<file path="src/rtl/multicycle_control_fsm.sv">
// rtl/multicycle_control_fsm.sv - multi-cycle control FSM with memory handshake and retire counter
// Moore controls are registered against the next state; FETCH/MEMWRITE/BRANCH strobes mix in mem_ready/zero.
module multicycle_control_fsm #(
  parameter int ILEN         = 32,
  parameter int CNT_W        = 32,
  parameter bit TRAP_ILLEGAL = 1'b1,
  parameter bit XORID_EN     = 1'b1
) (
  input  logic             clk,
  input  logic             rst_n,
  input  logic [ILEN-1:0]  instr,
  input  logic             zero,
  input  logic             mem_ready,
  output logic             mem_req,
  output logic             AdrSrc,
  output logic             IRWrite,
  output logic             PCWrite,
  output logic             MemWrite,
  output logic             RegWrite,
  output logic [1:0]       ALUSrcA,
  output logic [1:0]       ALUSrcB,
  output logic [1:0]       ALUOp,
  output logic [1:0]       ResultSrc,
  output logic             data_select,
  output logic             illegal,
  output logic [CNT_W-1:0] retired,
  output logic [3:0]       state_o
);

  typedef enum logic [3:0] {
    S_FETCH    = 4'd0,
    S_DECODE   = 4'd1,
    S_MEMADR   = 4'd2,
    S_MEMREAD  = 4'd3,
    S_MEMWB    = 4'd4,
    S_MEMWRITE = 4'd5,
    S_EXECR    = 4'd6,
    S_EXECI    = 4'd7,
    S_ALUWB    = 4'd8,
    S_BRANCH   = 4'd9,
    S_JAL      = 4'd10,
    S_JALR     = 4'd11,
    S_UPPER    = 4'd12,
    S_TRAP     = 4'd15
  } state_t;

  typedef struct packed {
    logic       mem_req;
    logic       adr_src;
    logic       reg_write;
    logic       pc_update;
    logic       branch;
    logic       data_select;
    logic [1:0] alu_src_a;
    logic [1:0] alu_src_b;
    logic [1:0] alu_op;
    logic [1:0] result_src;
  } ctrl_t;

  localparam logic [6:0] OP_R     = 7'b0110011;
  localparam logic [6:0] OP_I     = 7'b0010011;
  localparam logic [6:0] OP_L     = 7'b0000011;
  localparam logic [6:0] OP_S     = 7'b0100011;
  localparam logic [6:0] OP_B     = 7'b1100011;
  localparam logic [6:0] OP_JAL   = 7'b1101111;
  localparam logic [6:0] OP_JALR  = 7'b1100111;
  localparam logic [6:0] OP_LUI   = 7'b0110111;
  localparam logic [6:0] OP_AUIPC = 7'b0010111;
  localparam logic [6:0] OP_XORID = 7'b0001011;

  localparam state_t S_ILLEGAL = TRAP_ILLEGAL ? S_TRAP : S_FETCH;

  state_t           r_state;
  ctrl_t            r_ctrl;
  logic             r_illegal;
  logic [CNT_W-1:0] r_retired;

  logic [6:0] w_op;
  state_t     w_next;
  logic       w_retire;
  logic       w_fetch_go;
  logic       w_unused_instr;

  function automatic state_t f_next(input state_t s, input logic [6:0] op, input logic rdy);
    state_t n;
    n = S_FETCH;
    case (s)
      S_FETCH:    n = rdy ? S_DECODE : S_FETCH;
      S_DECODE: begin
        case (op)
          OP_L, OP_S:        n = S_MEMADR;
          OP_R:              n = S_EXECR;
          OP_I:              n = S_EXECI;
          OP_XORID:          n = XORID_EN ? S_EXECI : S_ILLEGAL;
          OP_B:              n = S_BRANCH;
          OP_JAL:            n = S_JAL;
          OP_JALR:           n = S_JALR;
          OP_LUI, OP_AUIPC:  n = S_UPPER;
          default:           n = S_ILLEGAL;
        endcase
      end
      S_MEMADR:   n = (op == OP_S) ? S_MEMWRITE : S_MEMREAD;
      S_MEMREAD:  n = rdy ? S_MEMWB : S_MEMREAD;
      S_MEMWRITE: n = rdy ? S_FETCH : S_MEMWRITE;
      S_EXECR, S_EXECI, S_JAL: n = S_ALUWB;
      S_TRAP:     n = S_TRAP;
      default:    n = S_FETCH;
    endcase
    return n;
  endfunction

  // Controls for state s, given the state it is entered from and the decoded opcode.
  function automatic ctrl_t f_ctrl(input state_t s, input state_t from, input logic [6:0] op);
    ctrl_t c;
    c = '0;
    case (s)
      S_FETCH:    c.mem_req = 1'b1;
      S_DECODE:   begin c.alu_src_a = 2'b01; c.alu_src_b = 2'b01; end
      S_MEMADR:   begin c.alu_src_a = 2'b10; c.alu_src_b = 2'b01; end
      S_MEMREAD, S_MEMWRITE: begin c.mem_req = 1'b1; c.adr_src = 1'b1; end
      S_MEMWB:    begin c.result_src = 2'b01; c.reg_write = 1'b1; end
      S_EXECR:    begin c.alu_src_a = 2'b10; c.alu_op = 2'b10; end
      S_EXECI:    begin c.alu_src_a = 2'b10; c.alu_src_b = 2'b01; c.alu_op = 2'b10; end
      S_ALUWB:    begin c.reg_write = 1'b1; c.data_select = (from == S_JAL); end
      S_BRANCH:   begin c.alu_src_a = 2'b10; c.alu_op = 2'b01; c.branch = 1'b1; end
      S_JAL: begin
        c.alu_src_a = 2'b01; c.alu_src_b = 2'b10;
        c.pc_update = 1'b1;  c.data_select = 1'b1;
      end
      S_JALR: begin
        c.alu_src_a = 2'b10; c.alu_src_b = 2'b01; c.result_src = 2'b10;
        c.pc_update = 1'b1;  c.reg_write = 1'b1;  c.data_select = 1'b1;
      end
      S_UPPER: begin
        c.alu_src_b   = 2'b01; c.alu_op = 2'b11; c.result_src = 2'b10; c.reg_write = 1'b1;
        c.alu_src_a   = (op == OP_AUIPC) ? 2'b01 : 2'b10;
        c.data_select = (op == OP_AUIPC);
      end
      default: c = '0;
    endcase
    return c;
  endfunction

  assign w_op           = instr[6:0];
  assign w_unused_instr = ^instr[ILEN-1:7];
  assign w_next         = f_next(r_state, w_op, mem_ready);
  assign w_retire       = (r_state != S_FETCH) && (r_state != S_TRAP) && (w_next == S_FETCH);
  assign w_fetch_go     = (r_state == S_FETCH) && mem_ready;

  always_ff @(posedge clk) begin
    if (!rst_n) begin
      r_state   <= S_FETCH;
      r_ctrl    <= f_ctrl(S_FETCH, S_FETCH, 7'd0);
      r_illegal <= 1'b0;
      r_retired <= '0;
    end else begin
      r_state <= w_next;
      r_ctrl  <= f_ctrl(w_next, r_state, w_op);
      if (w_next == S_TRAP) r_illegal <= 1'b1;
      if (w_retire)         r_retired <= r_retired + CNT_W'(1);
    end
  end

  // Every output reads as zero while reset is held low.
  assign mem_req     = rst_n & r_ctrl.mem_req;
  assign AdrSrc      = rst_n & r_ctrl.adr_src;
  assign IRWrite     = rst_n & w_fetch_go;
  assign PCWrite     = rst_n & (w_fetch_go | r_ctrl.pc_update | (r_ctrl.branch & zero));
  assign MemWrite    = rst_n & (r_state == S_MEMWRITE) & mem_ready;
  assign RegWrite    = rst_n & r_ctrl.reg_write;
  assign ALUSrcA     = {2{rst_n}} & r_ctrl.alu_src_a;
  assign ALUSrcB     = {2{rst_n}} & (w_fetch_go ? 2'b10 : r_ctrl.alu_src_b);
  assign ALUOp       = {2{rst_n}} & r_ctrl.alu_op;
  assign ResultSrc   = {2{rst_n}} & (w_fetch_go ? 2'b10 : r_ctrl.result_src);
  assign data_select = rst_n & r_ctrl.data_select;
  assign illegal     = rst_n & r_illegal;
  assign retired     = {CNT_W{rst_n}} & r_retired;
  assign state_o     = {4{rst_n}} & r_state;

endmodule

</file>
<file path="config.mk">
export PLATFORM = sky130hd
export DESIGN_NAME = multicycle_control_fsm
export DESIGN_NICKNAME = d
export VERILOG_FILES = /design/src/rtl/multicycle_control_fsm.sv
export SDC_FILE = /design/constraint.sdc
export NUM_CORES = 1
export LEC_CHECK = 0
export BUFFER_PORTS_ARGS = -buffer_cell sky130_fd_sc_hd__buf_2
export CAP_MARGIN = 10
export CORE_UTILIZATION = 33
export DETAILED_ROUTE_END_ITERATION = 8
export MAX_ROUTING_LAYER = met4
export PLACE_DENSITY_LB_ADDON = 0.2
export REMOVE_ABC_BUFFERS = 1
export SLEW_MARGIN = 15
export SYNTH_ARGS = -nofsm -noshare
export SYNTH_HDL_FRONTEND = slang
export SYNTH_SLANG_ARGS = --single-unit
</file>
<file path="constraint.sdc">
create_clock -name clk -period 3.5 [get_ports clk]
set_input_delay 0.525 -clock clk [delete_from_list [all_inputs] [get_ports clk]]
set_output_delay 0.525 -clock clk [all_outputs]
set_load 0.03 [all_outputs]
</file>
Word level (Yosys, flattened, before mapping)
Index checks and enable logic that the tools add are counted.

Input port bits: 36. Flip-flop bits (word level): 51. Logic and storage cells: 102. Output and inout bits: 52.

Add/subtract/negate cells: 1. Bitwise logic cells: 18. Multiplexer cells: 19. Eq/ne operators: 32. Reduce and logical (&&, ||, !) cells: 19.

Operators by type and width (count): $pmux W4 S7 (2); $add A32 B1 Y32 const B (1); $and A32 B32 Y32 (1); $eq A4 B4 Y1 const B (8); $eq A4 B3 Y1 const B (7); $eq A7 B6 Y1 const B (3); $eq A7 B7 Y1 const B (3); $eq A4 B2 Y1 const B (4); $reduce_or A2 Y1 (8); $eq A7 B5 Y1 const B (2); $pmux W2 S3 (2); $and A1 B1 Y1 (10); $reduce_or A5 Y1 (2); $mux W3 (3); $and A2 B2 Y2 (4); $eq A4 B1 Y1 const B (2); $logic_not A4 Y1 (2); $pmux W2 S2 (2); $eq A7 B2 Y1 const B (1); $eq A7 B4 Y1 const B (1); $mux W1 (6); $mux W2 (3); $reduce_or A3 Y1 (2); $and A4 B4 Y4 (1); other kinds (6) (9).

Depth between registers and ports, before layout
Gate-level depths: netlist of run 1.

Depth after elaboration: 7. Mapped depth: 10. Depth with buffers taken out: 7.

Least setup slack after synthesis of run 1
No wires, ideal clock.

Kind: input-to-reg. Start: in instr[4]. End: reg r_ctrl[4] in the netlist's numbering. Arrival time: 2.068 ns. Library setup time: 0.134 ns. Stages: 7. Path slack: 1.298 ns. Path through: nand3b_1 > o41ai_1 > a31oi_1 > buf_2 > nor3b_1 > a22o_1 > or4_1.

Cells in the longest elaborated chain, start to end: 7.

Ends and longest elaborated chain: from (decl) (RTL line 11) `input logic [ILEN-1:0] instr,`; $eq A7 B5 Y1 (tied with other cells) (RTL line 90) `case (op)`; $reduce_or A2 Y1, on equally long branches; $pmux W4 S7 (RTL line 90); $pmux W4 S7 (*) (RTL line 87) `case (s)`; $eq A4 B4 Y1 (tied with other cells) (RTL line 116) `case (s)`; $reduce_or A5 Y1 (no line); $pmux W2 S2 (*) (RTL line 116); to (signal assigned) (RTL line 153) `r_ctrl <= f_ctrl(S_FETCH, S_FETCH, 7'd0);`; to (signal assigned) (RTL line 158) `r_ctrl <= f_ctrl(w_next, r_state, w_op);`; to (decl) (RTL line 74) `ctrl_t r_ctrl;`.

Every way passes the cells marked *; elsewhere a longest branch is shown, timed or not. A chain may end at the register's enable or synchronous reset.

Worst setup path in the final report of run 1
Start: reg r_state[2]. End: reg r_ctrl[4] in the netlist's numbering.

Cells in the longest elaborated chain, start to end: 6.

Ends and longest elaborated chain: from (decl) (RTL line 73) `state_t r_state;`; from (signal assigned) (RTL line 157) `r_state <= w_next;`; $eq A4 B4 Y1 or $eq A4 B3 Y1 (tied branches) (RTL line 87); $reduce_or A3 Y1 (RTL line 87); $pmux W4 S7 (*) (RTL line 87); $eq A4 B4 Y1 (tied with other cells) (RTL line 116); $reduce_or A5 Y1 (no line); $pmux W2 S2 (*) (RTL line 116).

Marks and branches as above.

==> flow_metrics.env, run 1 <==
export IMPL_max_cap_violations=0
export IMPL_fin_worst_skew_ns=0.00792
export IMPL_start_util_pct=34.6
export IMPL_synth_warnings=0
export IMPL_fp_dieH_um=98.0
export IMPL_fillerInstances=931
export IMPL_syn_avg_cell_area_um2=8.03
export IMPL_post_route_period_util_pct=80.0
export IMPL_rsz0062_at_grt="false"
export IMPL_synth_edf_count=0
export IMPL_row_count=34
export IMPL_cts_made_buffers=5
export IMPL_h_tree_depth=2
export IMPL_antenna_found_initial=0
export IMPL_pin_count=88
export IMPL_route_detailed_drc=5
export IMPL_core_area_mm2=0.00881
export IMPL_wl_per_cell_um=13.3
export IMPL_ant_nets=0
export IMPL_grt_remaining_overflow=0
export IMPL_fmax_ghz=0.357
export IMPL_relSlewSlack_pct=41.7
export IMPL_synth_top_cell_by_area="dfxtp_1"
export IMPL_cp_data_arrival_time_ns=2.98
export IMPL_critPathKind="reg -> reg"
export IMPL_area_delta_synth_final_pct=14.6
export IMPL_post_cts_buffers=0
export IMPL_power_density_mw_per_mm2=440
export IMPL_synthCells=379
export IMPL_wirelength_um=7160
export IMPL_hp_class="reg -> reg"
export IMPL_p_leak_uw=0.00155
export IMPL_clkTransAtPathRegs_ns=0.09
export IMPL_final_cell_mix="62 x buf_2, 51 x dfxtp_1, 43 x and2_1"
export IMPL_cts_buffer_depth=2
export IMPL_ys_flop_type="dfxtp_1"
export IMPL_cp_max_fo=19
export IMPL_hold_viol_final=0
export IMPL_n_antenna_cell=0
export IMPL_grt_pass1_wl_um=12400
export IMPL_first_pass_iters=6
export IMPL_die_w_um=98.0
export IMPL_drive_gt1_share_pct=21.2
export IMPL_min_period_ns=2.80
export IMPL_violations="design-rule violations"
export IMPL_synth_area_mm2=0.00304
export IMPL_place_hpwl_um=4950
export IMPL_root_buffer="clkbuf_8"
export IMPL_tns_ns=0
export IMPL_status="complete, but fails checks"
export IMPL_ys_seq_elements=51
export IMPL_peakVddDrop_mv=0.202
export IMPL_async_flop_share_pct=0
export IMPL_cts_sinks=51
export IMPL_gp_congestion=0.740
export IMPL_slew_violations=0
export IMPL_vias_per_cell=5.20
export IMPL_worst_slack_ns=0.701
export IMPL_cts_resized_gates=0
export IMPL_p_total_uw=1530
export IMPL_critPathRequiredTime_ns=3.68
export IMPL_critPathLaunchType="register"
export IMPL_nNetsFinal=466
export IMPL_port_buffers=62
export IMPL_grt_max_degree=49
export IMPL_final_common_cell="buf_2"
export IMPL_placedCellCount=530
export IMPL_synth_top_area_share_pct=33.6
export IMPL_hold_worst_slack_ns=0.487
export IMPL_hold_buffers=0
export IMPL_synth_area_leaders="dfxtp_1 34%, and2_1 8.8%, nor2_1 4.8%"
export IMPL_clock_latency_ns=0.30
export IMPL_worstMarginPinSlew_ns=0.872
export IMPL_synth_distinct_cells=61
export IMPL_cp_end_kind="register"
export IMPL_dieArea_mm2=0.00961
export IMPL_vias=2797
export IMPL_grt_pass1_vias=2651
export IMPL_fin_cells=538
export IMPL_dp_slack_ns=0.625
export IMPL_ys_seq_area_share_pct=33.6
export IMPL_setup_viol=0
export IMPL_cts_tree="yes"
export IMPL_drt_initial_drc_count=143
export IMPL_grt_usage_pct=16.0
-- critical path: stages (launching register included) --
cell and delay [ns]:
dfxtp_1 0.71, or4b_4 0.27, a31oi_2 0.05, a211oi_2 0.77, nor3_1 0.14, a22o_1 0.26
or4_1 0.48
-- layer usage --
layer  share of wire (%)  GRT usage [%]
met1                  50           20.8
met2                  47           26.0
met3                 3.2           2.86
met4                0.53           3.61
met5                   0              -
-- sequential cells by signal, summed over array words and instances, names as in the netlist --
name / cells
r_retired: 32
r_illegal: 1
r_ctrl: 14
r_state: 4
-- cells in the mapped netlist, types with 3 or more instances --
library cell and instances:
inv_1 12, or4_1 5, xnor2_1 3, or2_2 3, mux2i_1 4, nor3_1 7
mux2_2 3, nand2b_1 6, a21oi_1 29, buf_6 4, nand4_1 5, nor3b_1 3
dfxtp_1 51, o21ai_0 24, or3_1 18, nand4b_4 3, nand2_1 21, nand3_1 8
nand3b_1 6, buf_2 8, and3_1 9, clkbuf_1 8, o31ai_1 6, nor2_1 39
and2_1 43, nor2b_1 5, o21a_1 3
-- cells by family after synthesis --
| kind of cell | Yosys count | synth area share (%) |
|---|---|---|
| flops | 51 | 33.6 |
| xor+xnor | 5 | 1.44 |
| simple gates | 198 | 39.6 |
| compound gates | 81 | 16.3 |
| fa+ha+maj | 1 | 0.411 |
| buf+inv | 35 | 5.88 |
| mux | 8 | 2.80 |
-- power breakdown --
part | internal [uW] | total [uW] | switching, uW
combinational | 183 | 485 | 302
clock | 180 | 373 | 193
sequential | 624 | 676 | 52.2
total | 987 | 1530 | 547
-- per-stage QoR --
step	util, %	instance area (um2)
6_report	39.6	3490
5_1_grt	39.6	3490
4_1_cts	39.6	3490
3_5_place_dp	38.4	3380
3_3_place_gp	38.4	3380
2_1_floorplan	-	2910
-- final cells by class --
class / instances / area [um2] / area share (%)
Timing Repair Buffer: 66 / 340 / 9.76
Sequential cell: 51 / 1020 / 29.3
Tap cell: 108 / 135 / 3.87
Clock inverter: 1 / 7.51 / 0.215
Clock buffer: 7 / 96.3 / 2.76
Multi-Input combinational cell: 293 / 1840 / 52.8
Inverter: 12 / 45.0 / 1.29
-- path summary, 6_finish.rpt --
kind            startpoint            end  slack (ns)  cells past startpoint
max             r_state[2]      r_ctrl[4]        0.70                      6
min          r_retired[15]  r_retired[15]        0.49                      2
max reg2reg     r_state[2]      r_ctrl[4]        0.70                      6
min reg2reg  r_retired[15]  r_retired[15]        0.49                      2
Power figures use the tool's default switching activity.
==> run 2: changes to the inputs <==
--- a/config.mk
+++ b/config.mk
@@ -5,6 +5,7 @@
 export SDC_FILE = /design/constraint.sdc
 export NUM_CORES = 1
 export LEC_CHECK = 0
+export ABC_AREA = 1
 export BUFFER_PORTS_ARGS = -buffer_cell sky130_fd_sc_hd__buf_2
 export CAP_MARGIN = 10
 export CORE_UTILIZATION = 33
==> constraint.sdc (replaced) <==
create_clock -name clk -period 2.5 [get_ports clk]
set_input_delay 0.375 -clock clk [delete_from_list [all_inputs] [get_ports clk]]
set_output_delay 0.375 -clock clk [all_outputs]
set_load 0.03 [all_outputs]
==> run 2 against run 1 <==
  * The flow now finishes without violations
  * Cell area is 11% higher
  * Sequential share of layout area is 2.9 points lower
  * Via count is 22% higher
  * Non-clock buffer count is 2 higher
  * Wire length is 23% higher
  * First-iteration DRC count is 14% lower
  * Register-to-register slack worse by 0.37 ns
  * Flip-flop and latch count stayed put
  * Largest cell class unchanged
  * Sequential power is 45% higher
  * Synthesized cell count is 45% higher
==> flow_metrics.env, run 2 <==
export IMPL_status="completed"
export IMPL_place_hpwl_um=6770
export IMPL_h_tree_depth=2
export IMPL_post_route_period_util_pct=87.3
export IMPL_multi_input_area_mm2=0.00193
export IMPL_yosysMostFrequentCell="nand2_1"
export IMPL_ys_seq_elements=51
export IMPL_grt_remaining_overflow=0
export IMPL_nNetsFinal=635
export IMPL_cts_made_buffers=5
export IMPL_synth_top_cell_by_area="dfxtp_1"
export IMPL_grt_max_degree=34
export IMPL_critPathLaunchType="register"
export IMPL_wirelength_um=8840
export IMPL_seqPwrFrac_pct=32.8
export IMPL_clock_latency_ns=0.30
export IMPL_synth_top_area_share_pct=30.0
export IMPL_cp_max_fo=7
export IMPL_core_area_mm2=0.00986
export IMPL_fin_worst_skew_ns=0.00761
export IMPL_post_cts_buffers=0
export IMPL_power_density_mw_per_mm2=769
export IMPL_vias=3424
export IMPL_ys_flop_type="dfxtp_1"
export IMPL_port_buffers=62
export IMPL_synth_distinct_cells=30
export IMPL_top_register="r_retired"
export IMPL_cp_data_arrival_time_ns=1.81
export IMPL_cts_tree="yes"
export IMPL_tns_ns=0
export IMPL_synth_area_leaders="dfxtp_1 30%, nand2_1 17%, inv_1 8.3%"
export IMPL_hold_buffers=0
export IMPL_die_w_um=103
export IMPL_fp_dieH_um=103
export IMPL_setup_viol=0
export IMPL_switching_share_pct=49.2
export IMPL_grt_pass1_vias=3249
export IMPL_synth_edf_count=0
export IMPL_gp_congestion=0.934
export IMPL_min_period_ns=2.18
export IMPL_cp_end_kind="output port"
export IMPL_hp_class="in -> reg"
export IMPL_grt_pass1_wl_um=14800
export IMPL_root_buffer="clkbuf_8"
export IMPL_final_common_cell="nand2_1"
export IMPL_async_flop_share_pct=0
export IMPL_fillerInstances=1105
export IMPL_critPathRequiredTime_ns=2.12
export IMPL_drive_gt1_share_pct=16.1
export IMPL_p_leak_uw=0.00208
export IMPL_internal_power_uw=1510
export IMPL_cts_resized_gates=0
export IMPL_pin_count=88
export IMPL_seq_area_mm2=0.00102
export IMPL_hold_viol_final=0
export IMPL_start_util_pct=34.5
export IMPL_dieArea_mm2=0.0107
export IMPL_netlist_top_cells_count="158 x nand2_1, 75 x inv_1, 58 x nor2_1"
export IMPL_worstMarginPinSlew_ns=0.408
export IMPL_cts_sinks=51
export IMPL_final_cell_mix="158 x nand2_1, 75 x inv_1, 62 x buf_2"
export IMPL_ant_nets=0
export IMPL_row_count=36
export IMPL_slew_violations=0
export IMPL_clkPwrFrac_pct=16.4
export IMPL_first_pass_iters=4
export IMPL_rsz0062_at_grt="false"
export IMPL_critPathKind="reg -> out"
export IMPL_reg_top3="r_retired x32, r_ctrl x14, r_state x4"
export IMPL_syn_avg_cell_area_um2=6.20
export IMPL_vias_per_cell=4.68
export IMPL_grt_usage_pct=18.1
export IMPL_p_switching_uw=1470
export IMPL_wl_per_cell_um=12.1
export IMPL_synthCells=548
export IMPL_hold_worst_slack_ns=0.378
export IMPL_fmax_ghz=0.458
export IMPL_area_delta_synth_final_pct=14.0
export IMPL_route_detailed_drc=0
export IMPL_clkTransAtPathRegs_ns=0.09
export IMPL_peakVddDrop_mv=0.501
export IMPL_relSlewSlack_pct=72.6
export IMPL_p_comb_share_pct=50.8
export IMPL_n_antenna_cell=0
export IMPL_drt_initial_drc_count=123
export IMPL_antenna_found_initial=0
export IMPL_cts_buffer_depth=2
export IMPL_synth_warnings=0
export IMPL_max_cap_violations=0
export IMPL_ys_seq_area_share_pct=30.0
export IMPL_largest_reg_flops=32
export IMPL_synth_area_mm2=0.00340
## run 2: cell count changes after synthesis, moves of 19 or more
cell,previous run,this run
and2_1,43,0
inv_1,12,75
nand2_1,21,158
nand3_1,8,47
nor2_1,39,58
o21ai_0,24,3
## run 2: worst max-delay path, cell delays in order (launching register included)
cell and delay, ns:
dfxtp_1 0.39, nor2_2 0.27, nand3_2 0.13, nor2_2 0.22, inv_2 0.12, a21oi_1 0.15, buf_2 0.23
## run 2: cell families after synthesis
family / after synthesis / share of synthesized area, %
and+or+nand+nor: 312 / 41.1
buffers and inverters: 105 / 13.1
DFF: 51 / 30.0
AOI/OAI and AO/OA: 49 / 7.62
xor gates and xnor gates: 30 / 7.73
adders and majority gates: 1 / 0.368
## run 2: layout make-up
cell class,count,share of cell area (%)
multi-input combinational,392,49.9
sequential,51,26.3
tap,133,4.29
clock inverter,1,0.129
inverter,80,7.75
timing repair buffer,68,9.49
clock buffer,6,2.13
## run 2: stage by stage
stage | utilization [%] | instances | worst slack (ns) | total power [uW] | instance area [um2]
3_5_place_dp | 38.4 | 724 | 0.230 | 2530 | 3790
6_report | 39.3 | 731 | 0.318 | 2980 | 3880
4_1_cts | 39.3 | 731 | 0.311 | 3040 | 3880
2_1_floorplan | - | 523 | 0.272 | 2080 | 3250
3_3_place_gp | 38.4 | 724 | 0.240 | 2520 | 3790
5_1_grt | 39.3 | 731 | 0.0905 | 3220 | 3880
## run 2: path summary, 6_finish.rpt
kind,from,endpoint,slack (ns),cells after the start
worst max register to register,r_state[2],r_retired[1],0.33,11
worst min register to register,r_illegal,r_illegal,0.48,2
worst max-delay path,r_state[2],PCWrite,0.32,6
worst min-delay path,mem_ready,r_ctrl[0],0.38,3
## run 2: power by group through the flow
| stage | Sequential, uW | Clock, uW | Combinational (uW) |
|---|---|---|---|
| floorplan | 975 | 0 | 1110 |
| global placement | 994 | 0 | 1520 |
| detailed placement | 997 | 0 | 1530 |
| CTS | 978 | 520 | 1540 |
| global route | 992 | 541 | 1690 |
| finish | 978 | 489 | 1510 |
## run 2: per-layer routing
| metal | vias to the layer above | routed length (um) | share of wire [%] | GRT usage (%) |
|---|---|---|---|---|
| met5 | - | 0 | 0 | - |
| met4 | 0 | 137 | 1.5 | 5.74 |
| met3 | 17 | 319 | 3.6 | 2.55 |
| met2 | 76 | 4230 | 48 | 31.3 |
| met1 | 1519 | 4150 | 47 | 21.6 |
| li1 | 1812 | - | - | - |
